**src/rtl/i2c_write_reg.sv**
```systemverilog
// Initiator-side I2C register writer: buffers up to DEPTH bytes, then issues one
// start/write-multiple/stop command and streams reg_address plus the buffered bytes.
module i2c_write_reg #(
  parameter int DEPTH      = 16,
  parameter int TIMEOUT_MS = 1
) (
  input  logic       clk,
  input  logic       reset,
  input  logic [6:0] dev_address,
  input  logic [7:0] reg_address,
  input  logic [3:0] byte_width,
  input  logic       start,
  input  logic [7:0] load_data,
  input  logic       load_en,
  output logic       load_full,
  output logic [4:0] load_count,
  output logic       busy,
  output logic       done,
  output logic       message_failure,
  input  logic       timer_exp,
  output logic       timer_start,
  output logic       timer_reset,
  output logic [3:0] timer_param,
  input  logic       i2c_cmd_ready,
  input  logic       i2c_bus_busy,
  input  logic       i2c_bus_control,
  input  logic       i2c_bus_active,
  input  logic       i2c_missed_ack,
  output logic [6:0] i2c_dev_address,
  output logic       i2c_cmd_start,
  output logic       i2c_cmd_read,
  output logic       i2c_cmd_write_multiple,
  output logic       i2c_cmd_stop,
  output logic       i2c_cmd_valid,
  output logic [7:0] i2c_data_out,
  output logic       i2c_data_out_valid,
  output logic       i2c_data_out_last,
  input  logic       i2c_data_out_ready
);
  localparam int AW = $clog2(DEPTH);

  typedef enum logic [2:0] {S_IDLE, S_BUS, S_CMD, S_REG, S_DATA, S_FREE} state_t;
  state_t state, state_d;

  logic [7:0]    mem [DEPTH];
  logic [AW-1:0] rd_ptr, wr_ptr;
  logic [AW:0]   count;
  logic [6:0]    dev_q;
  logic [7:0]    reg_q;
  logic [3:0]    width_q, remain;
  logic          fail_d, done_d, tstart_d, push, pop, flush;

  assign push      = load_en && !load_full && (state == S_IDLE) && !start;
  assign pop       = (state == S_DATA) && i2c_data_out_ready;
  assign flush     = fail_d || done_d;
  assign load_full = (count == (AW+1)'(DEPTH));
  assign load_count = 5'(count);
  // Every transition out of a state lands in a timed stage unless it returns to idle.
  assign tstart_d  = (state_d != state) && (state_d != S_IDLE);

  always_ff @(posedge clk or posedge reset) begin
    if (reset) begin
      rd_ptr <= '0;
      wr_ptr <= '0;
      count  <= '0;
    end else if (flush) begin
      rd_ptr <= '0;
      wr_ptr <= '0;
      count  <= '0;
    end else begin
      if (push) wr_ptr <= wr_ptr + 1'b1;
      if (pop)  rd_ptr <= rd_ptr + 1'b1;
      if (push && !pop)      count <= count + 1'b1;
      else if (pop && !push) count <= count - 1'b1;
    end
  end

  always_ff @(posedge clk) begin
    if (push) mem[wr_ptr] <= load_data;
  end

  always_ff @(posedge clk or posedge reset) begin
    if (reset) begin
      dev_q   <= '0;
      reg_q   <= '0;
      width_q <= '0;
      remain  <= '0;
    end else if ((state == S_IDLE) && start) begin
      dev_q   <= dev_address;
      reg_q   <= reg_address;
      width_q <= byte_width;
      remain  <= byte_width;
    end else if (pop) begin
      remain  <= remain - 1'b1;
    end
  end

  always_ff @(posedge clk or posedge reset) begin
    if (reset) begin
      state           <= S_IDLE;
      done            <= 1'b0;
      message_failure <= 1'b0;
      timer_start     <= 1'b0;
      timer_reset     <= 1'b1;
    end else begin
      state           <= state_d;
      done            <= done_d;
      message_failure <= fail_d;
      timer_start     <= tstart_d;
      timer_reset     <= tstart_d;
    end
  end

  // Missed ack beats everything; otherwise a met condition beats a same-cycle timeout.
  always_comb begin
    state_d = state;
    done_d  = 1'b0;
    fail_d  = 1'b0;
    if ((state != S_IDLE) && i2c_missed_ack) begin
      fail_d = 1'b1;
    end else begin
      case (state)
        S_IDLE: if (start) begin
          if ((AW+1)'(byte_width) > count) fail_d = 1'b1;
          else state_d = S_BUS;
        end
        S_BUS:
          if (!i2c_bus_busy && !i2c_bus_active) state_d = S_CMD;
          else if (timer_exp) fail_d = 1'b1;
        S_CMD:
          if (i2c_cmd_ready) state_d = S_REG;
          else if (timer_exp) fail_d = 1'b1;
        S_REG:
          if (i2c_data_out_ready) state_d = (width_q == 4'd0) ? S_FREE : S_DATA;
          else if (timer_exp) fail_d = 1'b1;
        S_DATA:
          if (i2c_data_out_ready) begin
            if (remain == 4'd1) state_d = S_FREE;
          end else if (timer_exp) fail_d = 1'b1;
        S_FREE:
          if (!i2c_bus_busy && !i2c_bus_control) begin
            state_d = S_IDLE;
            done_d  = 1'b1;
          end else if (timer_exp) fail_d = 1'b1;
        default: state_d = S_IDLE;
      endcase
    end
    if (fail_d) state_d = S_IDLE;
  end

  always_comb begin
    busy                   = (state != S_IDLE);
    i2c_cmd_valid          = (state == S_CMD);
    i2c_cmd_start          = (state == S_CMD);
    i2c_cmd_write_multiple = (state == S_CMD);
    i2c_cmd_stop           = (state == S_CMD);
    i2c_data_out_valid     = (state == S_REG) || (state == S_DATA);
    i2c_data_out           = 8'h00;
    i2c_data_out_last      = 1'b0;
    if (state == S_REG) begin
      i2c_data_out      = reg_q;
      i2c_data_out_last = (width_q == 4'd0);
    end else if (state == S_DATA) begin
      i2c_data_out      = mem[rd_ptr];
      i2c_data_out_last = (remain == 4'd1);
    end
  end

  assign i2c_dev_address = dev_q;
  assign i2c_cmd_read    = 1'b0;
  assign timer_param     = 4'(TIMEOUT_MS);

endmodule

```
**config.mk**
```make
export PLATFORM = sky130hd
export DESIGN_NAME = i2c_write_reg
export DESIGN_NICKNAME = d
export VERILOG_FILES = /design/src/rtl/i2c_write_reg.sv
export SDC_FILE = /design/constraint.sdc
export NUM_CORES = 1
export LEC_CHECK = 0
export CAP_MARGIN = 20
export CELL_PAD_IN_SITES_DETAIL_PLACEMENT = 1
export CELL_PAD_IN_SITES_GLOBAL_PLACEMENT = 1
export CORE_ASPECT_RATIO = 0.9
export CORE_UTILIZATION = 45
export DETAILED_ROUTE_END_ITERATION = 8
export PLACE_DENSITY = 0.72
export SKIP_LAST_GASP = 1
export SLEW_MARGIN = 40
export SYNTH_ARGS = -nofsm -noshare
export SYNTH_HDL_FRONTEND = slang
export SYNTH_SLANG_ARGS = --single-unit
```
**constraint.sdc**
```tcl
create_clock -name clk -period 5.5 [get_ports clk]
set_input_delay 1.1 -clock clk [delete_from_list [all_inputs] [get_ports clk]]
set_output_delay 1.1 -clock clk [all_outputs]
set_load 0.005 [all_outputs]
```
==> results.toml <==
[floorplanning]
boundaryPins = 75
num_rows = 44
fp.dieH_um = 124.0
dieArea_um2 = 17040
die_w_um = 137.5
core_area_um2 = 16130
start_util_pct = 46.10

[setup_path]
cp_slowest_cell = "dfrtp_4"
path_cells = "buf_4, mux4_2, mux2i_1, nor2_1, a21oi_1, o21ai_0, clkdlybuf4s50_1"
worst-path-max-fanout = 34
startpoint = "rd_ptr[0]"
path_class = "flip-flop to output pin"
r2r-start = "load_count[1]"
cp_slowest_stage_delay_ps = 860
cp.required_ps = 4400
cp-end-kind = "output pin"
start_kind = "flip-flop"
worstPathArrival_ps = 2950

[placed_design]
numPortBuffers = 69
place_area_um2 = 8273
gp_congestion = 0.7486
dp_hpwl_um = 11400
placedCellCount = 753

[sta]
period_share_pct = 73.58
final-setup-viol-count = 0
setup_tns_ps = 0
skew_ps = 7.931
hold_viol = 0
slew_headroom_pct = 47.89
hold_ws_ps = 480.5
max_freq_ghz = 0.2471
final_max_slew_viol_count = 0
period_needed_ps = 4047
tightest_slew_ps = 781.6
rsz0062_at_grt = "no"

[global_route]
overflow = 0
grt_pass1_wl_um = 25570
grt_antenna_before_repair = 0
grt_max_degree = 44
met3_usage_pct = 5.210
top_usage_layer = "met2"
grt_pass1_vias = 4591
track_usage_pct = 21.21
met1_usage_pct = 27.08
use_met2_pct = 35.65

[layout]
num-nets-final = 618
stdcell_count = 784
fin_area_um2 = 8810
post-route-util_pct = 54.62
area_growth_pct = 18.48
layout-drive-gt1-share_pct = 13.34
diodes = 0

[synth]
synthAdderAreaFrac_pct = 2.625
ys_warn_count = 0
yosys-top-cells-area = "edfxtp_1 (52%), dfrtp_1 (14%), mux4_2 (9.7%)"
yosysUniqueCellTypes = 54
yosys-top-cells-count = "edfxtp_1 (128), nand2_1 (69), dfrtp_1 (42), mux4_2 (32), nor2_1 (31)"
ys_seq_area_share_pct = 66.18
synthXorXnorAreaFrac_pct = 1.296
synth_top_area_cell = "edfxtp_1"
yosys_register_bits = 171
postSynthAreaPerCell_um2 = 14.87
yosysMostFrequentCell = "edfxtp_1"
netlist_area_um2 = 7436
synth_mux_area_share_pct = 12.12
synth_ff_type = "edfxtp_1"
synth_compound_area_share_pct = 4.510
synth_edf_count = 128
synthSimpleGateAreaFrac_pct = 10.05
async_flop_share_pct = 25.15
synth_top_area_share_pct = 51.69
synth_cells = 500
synth_top_family_by_area = "multiplexers"

[run]
maxCapViolCount = 0

[detailed_routing]
avgViaCountPerCell = 5.545
num_vias = 4347
drt_drc_violations_left = 0
ant_nets = 0
drt_pass1_iterations = 4
wl_um = 16780
wire_per_inst_um = 21.41
drtIter0Drc = 225

[pwr]
p_leak_nw = 3.131
irDropWorstVdd_v = 0.0002165
power_density_nw_per_um2 = 401.9

[clock_tree]
cts_hold_buf = 0
cts_buffers = 17
cts_tree = "built"
postCtsSetupBuffers = 0
post_cts_resized = 0
clk_pin_slew_worst_paths_ps = 60
root_buffer = "clkbuf_16"
cts_sinks = 171
cts.htree.levels = 4
clockBufferDepth = 2
clk_latency_ps = 430

[hold_path]
hold_path.startpoint = "width_q[0]"
holdCritPathClass = "flip-flop to flip-flop"

[run_status]
status = "finished, final reports clean"
## cells by family (layout without fill, tap and decap cells)
kind of cell             after synthesis  count (layout)
other                                  2               5
adder cells (fa/ha/maj)               15              15
AND/OR/NAND/NOR                      151             151
flip-flops                           171             171
XOR/XNOR                              11              11
multiplexers                          50              50
AO/OA/AOI/OAI                         52              52
buffers and inverters                 48             122
## cell usage in the layout (no fill, tap or decap), types with 4 or more instances in the layout
| cell type | count |
|---|---|
| nor2_1 | 31 |
| mux4_2 | 32 |
| clkinv_1 | 4 |
| o21ai_0 | 15 |
| a21oi_1 | 17 |
| xor2_1 | 5 |
| and2_1 | 18 |
| nor3_1 | 4 |
| conb_1 | 5 |
| edfxtp_1 | 128 |
| nand2_1 | 69 |
| mux2i_1 | 18 |
| inv_1 | 15 |
| clkbuf_16 | 17 |
| clkdlybuf4s50_1 | 69 |
| ha_1 | 14 |
| buf_4 | 4 |
| xnor2_1 | 6 |
| dfrtp_1 | 39 |
## state kept, by name, indices dropped and copies added (netlist names), 4 cells and up
name / count
mem: 128
i2c_dev_address: 7
reg_q: 8
width_q: 4
wr_ptr: 4
rd_ptr: 4
load_count: 5
remain: 4
## critical path, delay by kind of cell, from the launching register on
kind / cells / cell delay, ps
DFF: 1 / 860
buffers and inverters: 2 / 710
muxes: 2 / 650
AOI/OAI and AO/OA: 2 / 220
and+or+nand+nor: 1 / 60
## path summary, 6_finish.rpt
check                                   to  slack, ps  depth (start not counted)
max reg2reg                  load_count[4]       2740                          9
min reg2reg                     width_q[0]        480                          2
min                             width_q[0]        480                          2
max                        i2c_data_out[7]       1450                          7
min in group asynchronous      timer_start       1130                          3
max in group asynchronous        rd_ptr[1]       3940                          3
## final cells by class
type | instances | area [um^2]
Clock buffer | 19 | 432.9
Inverter | 18 | 72.57
Sequential cell | 171 | 4930
Clock inverter | 12 | 101.3
Timing Repair Buffer | 73 | 720.7
Multi-Input combinational cell | 284 | 2293
Tap cell | 207 | 259.0
Fill cell | 1563 | 7321
## where the power goes
group / total, mW / internal [mW] / switching, mW
clock network: 1.09 / 0.616 / 0.474
registers: 1.67 / 1.54 / 0.130
logic: 0.785 / 0.373 / 0.412
total: 3.54 / 2.52 / 1.02
## layer usage
| layer | up-vias | wire [um] |
|---|---|---|
| met1 | 2262 | 7433 |
| met4 | 0 | 215 |
| met3 | 18 | 716 |
| li1 | 1960 | - |
| met5 | - | 0 |
| met2 | 107 | 8418 |
## metrics by stage
stage          setup WS [ps]  power (mW)
3_3_place_gp            1575       2.439
3_5_place_dp            1861       2.486
6_report                1453       3.540
4_1_cts                 1372       3.579
2_1_floorplan           2679       2.142
5_1_grt                 1241       3.718
No activity file was read; power rests on OpenSTA's default activity.
==> patch, RTL diff (config.mk and constraints unchanged) <==
The parameter `DEPTH` goes from 16 to 32.
--- a/src/rtl/i2c_write_reg.sv
+++ b/src/rtl/i2c_write_reg.sv
@@ -3,3 +3,3 @@
 module i2c_write_reg #(
-  parameter int DEPTH      = 16,
+  parameter int DEPTH      = 32,
   parameter int TIMEOUT_MS = 1
Formal check against the unedited RTL: same outputs for any inputs over 4 cycles, from zero or initial values and one cycle with reset high; that may be too few to reach the edited logic, so the function may still have changed.
==> patch against the unedited design <==
Synthesized area is 69% higher; worst hold slack better by 0.00086 ns; worst setup slack worse by 0.64 ns; sequential cell count is 131 higher; maximum frequency is 14% lower; final area is 65% higher; total power is 65% higher; non-clock buffer count is 4 higher; wire length is 75% higher.
==> patch: results (changes against the unedited design) <==
- Post-route clock skew: 0.0170 ns (+0.00909 ns)
- Cts bufs inserted: 34 (+17)
- Top cells by count, synth: 256 x edfxtp_1, 83 x nand2_1, 80 x mux4_2
- Critical Path Sink: i2c_data_out[5]
- Nets: 836 (+35%)
- TritonRoute pass-1 iters: 4 (unchanged)
- Inst Count DP: 1100 (+46%)
- WP data arrival: 3.58 ns (+0.63 ns)
- Adder-cell share of the synthesized area: 1.65% (-0.97 points)
- Antenna violations before repair: 1 (+1)
- Worst-Margin Slew: 0.847 ns (+0.0652 ns)
- Sw frac: 26.5% (-2.1 points)
- Total GRT Usage: 21.5% (+0.24 points)
- Slowest stage delay, CP: 0.68 ns (-0.18 ns)
- Vias: 6486 (+49%)
- Netlist cell types: 61 (+13%)
- Lkg Pwr: 4.81 nW (+54%)
- YS warnings: 0 (unchanged)
- Critical R2R Capture: count[5]
- Routed WL per cell: 25.3 um (+18%)
- Vias/cell: 5.59 (+0.76%)
- Synth Area in XOR/XNOR: 1.05% (-0.25 points)
- # H-tree levels: 2 (-2)
- Hold path depth: 2 (unchanged)
- # fillers: 2466 (+58%)
- Number of global-route vias before repair: 7168 (+56%)
- CTS root buf: clkbuf_16
- Synth async-reset ratio: 15.2% (-9.9 points)
- Gp weighted congestion: 0.782 (+4.5%)
- Slowest CP cell: dfrtp_4
- Largest net degree at the start of global routing: 47 (+6.8%)
- Critical R2R Launch: state[0]
- Hold Path Class: reg2reg
- Longest Clk Path Bufs: 3 (+1)
- Compound-gate portion of the synthesized area: 2.33% (-2.2 points)
- HP Start: reg_q[3]
- Peak VDD IR: 0.257 mV (+19%)
- Post-synthesis mux area share: 15.4% (+3.3 points)
- Worst R2R Path Depth: 10 (+1)
- Largest register FFs: 256 (+100%)
- Outcome: finished, final reports clean
- First-pass GRT wire length: 44500 um (+74%)
- Top delay family on crit path: multiplexers
- Post-detail-place hpwl: 19300 um (+69%)
- Synth top area cells: edfxtp_1 61%, mux4_2 14%, dfrtp_1 9.0%
- R2R Setup Slk: 2.18 ns (-0.56 ns)
- Layout cells sized above 1: 22.2% (+8.9 points)
- Register area share after synthesis: 70.4% (+4.2 points)
- Post-Syn Instances: 712 (+42%)
- 1st-iter DRT viols: 405 (+80%)
- Clk_lat worst skew: 0.51 ns (+0.08 ns)
- Hold Path End: reg_q[3]
- EDFF count, synth: 256 (+100%)
- Worst Path Max Fanout: 18 (-47%)
[patch: layout make-up]
class / count / share of cell area (%)
sequential: 302 / 60.8
clock buffer: 47 / 6.32
timing repair buffer: 77 / 5.04
inverter: 18 / 0.481
multi-input combinational: 349 / 23.7
tap: 354 / 3.04
antenna: 1 / 0.0172
clock inverter: 13 / 0.602
[patch: per-stage QoR]
| step | power (W) | hold slack, ns | util [%] | cell area, um2 | setup WS [ns] |
|---|---|---|---|---|---|
| CTS | 0.00590 | 0.482 | 53.4 | 14500 | 0.773 |
| detailed placement | 0.00384 | 0.468 | 49.7 | 13500 | 1.34 |
| global route | 0.00610 | 0.508 | 53.6 | 14600 | 0.667 |
| floorplan | 0.00345 | 0.446 | - | 12600 | 2.31 |
| finish | 0.00585 | 0.481 | 53.6 | 14600 | 0.817 |
| global placement | 0.00377 | 0.458 | 49.7 | 13500 | 1.39 |
[patch: worst register-to-register path: cells and delay by family, from the launching register on]
kind	cells	cell delay, ns
compound gates	5	1.36
flops	1	0.53
mux	2	0.45
simple gates	1	0.37
fa+ha+maj	1	0.31
buf+inv	1	0.21
[patch: power groups by stage]
| stage | clock network, W | registers [W] | logic (W) |
|---|---|---|---|
| 6_report | 0.00206 | 0.00275 | 0.00104 |
| 5_1_grt | 0.00217 | 0.00277 | 0.00115 |
| 4_1_cts | 0.00210 | 0.00275 | 0.00105 |
| 3_5_place_dp | 0 | 0.00280 | 0.00104 |
| 3_3_place_gp | 0 | 0.00278 | 0.000990 |
| 2_1_floorplan | 0 | 0.00274 | 0.000711 |
[patch: routing by layer]
metal  vias to the layer above  global-route usage [%]  share of wire (%)
met4                         0                    6.02                2.1
met3                        46                    3.86                6.8
met2                       209                    35.1                 50
met1                      3356                    29.6                 41
li1                       2875                       -                  -
met5                         -                       0                  0
